<file path="config.mk">
export PLATFORM = sky130hd
export DESIGN_NAME = gf_inv_seq
export DESIGN_NICKNAME = d
export VERILOG_FILES = /design/src/rtl/gf_pkg.sv /design/src/rtl/gf_mul_8.sv /design/src/rtl/gf_inv_seq.sv
export SDC_FILE = /design/constraint.sdc
export NUM_CORES = 1
export LEC_CHECK = 0
export CORE_ASPECT_RATIO = 0.8
export CORE_MARGIN = 10
export CORE_UTILIZATION = 55
export DETAILED_ROUTE_END_ITERATION = 8
export PLACE_DENSITY_LB_ADDON = 0.1
export SLEW_MARGIN = 10
export SYNTH_ARGS = -nofsm -noshare
export SYNTH_HDL_FRONTEND = slang
export SYNTH_SLANG_ARGS = --single-unit
export TNS_END_PERCENT = 50
</file>
<file path="constraint.sdc">
create_clock -name clk -period 4.24 [get_ports clk]
set_clock_uncertainty 0.1 [all_clocks]
set_input_delay 0.848 -clock clk [delete_from_list [all_inputs] [get_ports clk]]
set_output_delay 0.848 -clock clk [all_outputs]
set_load 0.05 [all_outputs]
</file>
<file path="src/rtl/gf_pkg.sv">
// Shared GF(2^8) constants, FSM state type and the AES affine helper for the
// sequential inverter (field polynomial x^8+x^4+x^3+x+1).
package gf_pkg;

  localparam int         GF_W     = 8;
  localparam logic [7:0] GF_RED   = 8'h1B;
  localparam logic [7:0] AFFINE_C = 8'h63;

  typedef enum logic [1:0] {
    IDLE,
    SQ,
    MUL,
    DONE
  } state_e;

  // Each output bit folds in the four bits cyclically above it, then adds 0x63.
  function automatic logic [GF_W-1:0] aesAffine(input logic [GF_W-1:0] v);
    logic [GF_W-1:0] o;
    o = '0;
    for (int i = 0; i < GF_W; i++) begin
      o[i] = v[i] ^ v[(i + 4) % GF_W] ^ v[(i + 5) % GF_W] ^
             v[(i + 6) % GF_W] ^ v[(i + 7) % GF_W] ^ AFFINE_C[i];
    end
    return o;
  endfunction

endpackage

</file>
<file path="src/rtl/gf_mul_8.sv">
// Combinational GF(2^8) multiplier, product reduced modulo 0x11B.
module gf_mul_8
  import gf_pkg::*;
(
  input  logic [GF_W-1:0] a_i,
  input  logic [GF_W-1:0] b_i,
  output logic [GF_W-1:0] p_o
);

  logic [GF_W-1:0] acc;
  logic [GF_W-1:0] shifted;

  // Shift-and-add: shifted holds a*x^i, reduced every step so it never leaves the field.
  always_comb begin
    acc     = '0;
    shifted = a_i;
    for (int i = 0; i < GF_W; i++) begin
      if (b_i[i]) begin
        acc = acc ^ shifted;
      end
      shifted = {shifted[GF_W-2:0], 1'b0} ^ (shifted[GF_W-1] ? GF_RED : '0);
    end
    p_o = acc;
  end

endmodule

</file>
<file path="src/rtl/gf_inv_seq.sv">
// Sequential GF(2^8) inverse x^254 by square-and-multiply on one shared multiplier.
// Define GF_INV_SEQ_AFFINE_EN to emit the AES S-box value instead of the raw inverse.
module gf_inv_seq
  import gf_pkg::*;
(
  input  logic            clk,
  input  logic            rst,
  input  logic            in_valid,
  output logic            in_ready,
  input  logic [GF_W-1:0] in_data,
  output logic            out_valid,
  input  logic            out_ready,
  output logic [GF_W-1:0] out_data
);

  state_e          state_q, state_d;
  logic [GF_W-1:0] s_q, s_d;
  logic [GF_W-1:0] r_q, r_d;
  logic [2:0]      k_q, k_d;
  logic [GF_W-1:0] mulA;
  logic [GF_W-1:0] prod;
  logic [GF_W-1:0] resultVal;

  // MUL folds the current square into the running product; every other state squares s.
  assign mulA = (state_q == MUL) ? r_q : s_q;

  gf_mul_8 u_mul (
    .a_i(mulA),
    .b_i(s_q),
    .p_o(prod)
  );

  always_ff @(posedge clk) begin
    if (rst) begin
      state_q <= IDLE;
      s_q     <= '0;
      r_q     <= '0;
      k_q     <= '0;
    end else begin
      state_q <= state_d;
      s_q     <= s_d;
      r_q     <= r_d;
      k_q     <= k_d;
    end
  end

  // The first square seeds r with x^2; the loop then accumulates x^4..x^128 into r.
  always_comb begin
    state_d = state_q;
    s_d     = s_q;
    r_d     = r_q;
    k_d     = k_q;
    case (state_q)
      IDLE: begin
        if (in_valid) begin
          s_d     = in_data;
          k_d     = 3'd1;
          state_d = SQ;
        end
      end
      SQ: begin
        s_d = prod;
        if (k_q == 3'd1) begin
          r_d = prod;
          k_d = 3'd2;
        end else begin
          state_d = MUL;
        end
      end
      MUL: begin
        r_d = prod;
        if (k_q == 3'd7) begin
          state_d = DONE;
        end else begin
          k_d     = k_q + 3'd1;
          state_d = SQ;
        end
      end
      DONE: begin
        if (out_ready) begin
          state_d = IDLE;
        end
      end
      default: state_d = IDLE;
    endcase
  end

`ifdef GF_INV_SEQ_AFFINE_EN
  assign resultVal = aesAffine(r_q);
`else
  assign resultVal = r_q;
`endif

  always_comb begin
    in_ready  = (state_q == IDLE);
    out_valid = (state_q == DONE);
    out_data  = (state_q == DONE) ? resultVal : '0;
  end

endmodule

</file>
==> flow_summary.yaml <==
clocking:
  clock_sinks: 21
  clockBufferDepth: 2
  post_cts_buffers: 0
  postCtsHoldBufs: 0
  cts_tree: "yes"
  cts_resized: 0
  clk_pin_slew_ns: 0.09
  cts-htree-levels: 1
  clock_latency_ns: 0.28
  cts_buffers: 3
  cts_root_buffer: "clkbuf_8"
power:
  p_leak_nw: 1.227
  power_density_nw_per_um2: 956.7
  ir_worst_vdd_v: 0.0005559
sta:
  setup_violations: 0
  rsz0062_at_grt: "no"
  fin_setup_tns_ns: 0
  final_max_slew_viol_count: 0
  max_freq_ghz: 0.2979
  hold_viol_final: 0
  worst_pin_slew_ns: 1.098
  fin_ws_ns: 0.8827
  post-route-period-util_pct: 79.18
  fin_crit_ns: 3.357
  relSlewSlack_pct: 26.77
setup_path:
  r2r_setup_slack_ns: 0.88
  worst-path-buf-inv: 2
  crit_arrival_ns: 3.38
  crit_chain: "inv_1, ha_1, inv_4, mux2_2, and2_0, mux2i_1, xnor3_1, xnor3_1, a21oi_1"
  cp.depth: 9
  critPathRequiredTime_ns: 4.27
  worst_r2r_path_depth: 9
  path_delay_family: "adder cells"
  cpMaxStageDelayCell: "ha_1"
  r2r-start: "state_q[0]"
  worstSetupEndpoint: "r_q[4]"
  timing.setup.critical_path_class: "flip-flop to flip-flop"
  r2r-end: "r_q[4]"
  crit_top_cell: "xnor3_1"
  endpoint_kind: "flip-flop"
  cp-start-kind: "flip-flop"
  cp_slowest_stage_delay_ns: 0.86
  worstSetupStartpoint: "state_q[0]"
  critPathMaxFanout: 27
layout:
  n_antenna_cell: 0
  syn_to_final_growth_pct: 8.045
  fin_nets: 374
  drive_above_1_share_pct: 7.386
global_route:
  track_usage_pct: 17.65
  grt_pass1_wl_mm: 12.15
  grt_pass1_vias: 2202
  grt_max_degree: 28
  antenna_found_initial: 0
  gr-total-overflow: 0
drt:
  antenna_left: 0
  firstDrtPassIters: 6
  avgViaCountPerCell: 5.906
  num_vias: 2445
  drt_iter0_markers: 261
  drcViolationCount: 0
  wire_per_inst_um: 18.10
  drt_wl_total_mm: 7.492
die:
  pin_count: 22
  fp.dieW_um: 101.5
  dieHeight_um: 85.22
  dieArea_um2: 8651
  rows: 23
  start_util_pct: 57.73
  core_um2: 5065
synth:
  yosysSeqAreaShare_pct: 14.38
  synth_ff_type: "dfxtp_1"
  syn_area_um2: 2924
  synth_nets: 372
  ys_warn_count: 0
  netlist_instances: 351
  async_flop_share_pct: 0
  avgSynthCellArea_um2: 8.331
  synth_edf_count: 0
  synth_cell_types: 53
  ys_ff_latch: 21
place:
  dpl.hpwl_mm: 5.630
  dp_slack_ns: 0.8952
  io_buffer_count: 21
  place_congestion: 0.9359
worst_hold_path:
  hold_depth: 2
  holdCritPathClass: "flip-flop to flip-flop"
job:
  cap_violations: 0
outcome:
  outcome: "finished, final reports clean"
layer usage:
metal / track usage [%] / wire length (um) / up-vias
li1: - / - / 1189
met1: 27.61 / 3745 / 1155
met2: 23.91 / 3064 / 91
met3: 2.674 / 560 / 10
met4: 4.678 / 121 / 0
met5: 0 / 0 / -
sequential cells by signal, summed over array words and instances (netlist names):
signal and count:
s_q 8, k_q 3, state_q 2, r_q 8
report_power, final:
| group | internal (mW) | leakage [nW] | switching [mW] |
|---|---|---|---|
| clock | 0.0667 | 0.0217 | 0.0777 |
| sequential | 0.271 | 0.172 | 0.208 |
| combinational | 1.15 | 1.03 | 1.25 |
| total | 1.49 | 1.23 | 1.53 |
cells in the mapped netlist, types with 5 or more instances:
| cell | count | area share [%] |
|---|---|---|
| nor2_1 | 22 | 2.8 |
| xnor3_1 | 18 | 14 |
| nor2b_1 | 5 | 1.1 |
| a21oi_1 | 15 | 2.6 |
| xor2_1 | 23 | 6.9 |
| buf_2 | 12 | 2.1 |
| a211oi_1 | 5 | 1.3 |
| o21ai_0 | 19 | 3.3 |
| mux2i_1 | 11 | 3.8 |
| nand2_1 | 51 | 6.5 |
| inv_1 | 11 | 1.4 |
| ha_1 | 9 | 3.9 |
| and2_1 | 8 | 1.7 |
| nor4b_1 | 7 | 2.1 |
| xnor2_1 | 35 | 10 |
| clkbuf_1 | 13 | 1.7 |
| a31oi_1 | 8 | 1.7 |
| mux2_2 | 5 | 1.9 |
| dfxtp_1 | 21 | 14 |
cells by family after synthesis:
kind of cell    synth area share [%]
fa+ha+maj                      3.851
mux                            7.916
simple gates                   18.44
compound gates                 13.61
buf+inv                        6.889
xor+xnor                       34.92
flops                          14.38
area by class of cell:
cell class	count	area, um2
clock buffers	3	41.29
clock inverters	1	7.507
fillers	460	1906
inverters	12	47.55
multi-input cells	287	2302
flip-flops and latches	21	420.4
well taps	62	77.57
repair buffers	28	262.8
worst min path at each step:
stage	start	endpoint	slack, ns
final	k_q[1]	k_q[1]	0.40
after CTS	k_q[1]	k_q[1]	0.40
after floorplan	k_q[1]	k_q[1]	0.36
after detailed placement	k_q[1]	k_q[1]	0.39
after global routing	k_q[1]	k_q[1]	0.43
after global placement	k_q[1]	k_q[1]	0.38
cells in the final DEF (no fill, tap or decap), types with 2 or more instances in the layout:
cell type        count
nand2_1             51
nand3b_1             4
and2_0               2
clkbuf_8             3
xor2_1              23
nand2b_1             4
o21ai_1              3
buf_4                7
and2_1               8
dfxtp_1             21
ha_1                 9
nor4b_1              7
xnor2_1             35
nor2b_1              5
inv_1               11
a21oi_1             15
mux2i_1             11
and3_1               2
a211oi_1             5
a31oi_1              8
clkdlybuf4s50_1     21
o211ai_1             2
xnor3_1             18
nor2_1              22
o21ai_0             19
nand3_1              4
mux2_2               5
nor3_1               2
mux2i_2              2
through the flow:
step	instances	util, %	hold slack [ns]	power [mW]	instance area (um2)
finish	414	62.38	0.3957	3.022	3159
global route	414	62.38	0.4293	3.266	3159
CTS	414	62.38	0.3989	3.003	3159
detailed placement	410	61.41	0.3860	2.844	3110
global placement	410	61.41	0.3786	2.844	3110
floorplan	351	-	0.3629	2.409	2924
tightest hold or removal path, delay by kind of cell, from the launching register on:
kind | cells | cell delay [ns]
AO/OA/AOI/OAI | 1 | 0.06
flip-flops | 1 | 0.33
AND/OR/NAND/NOR | 1 | 0.07
No activity file was read; power rests on OpenSTA's default activity.
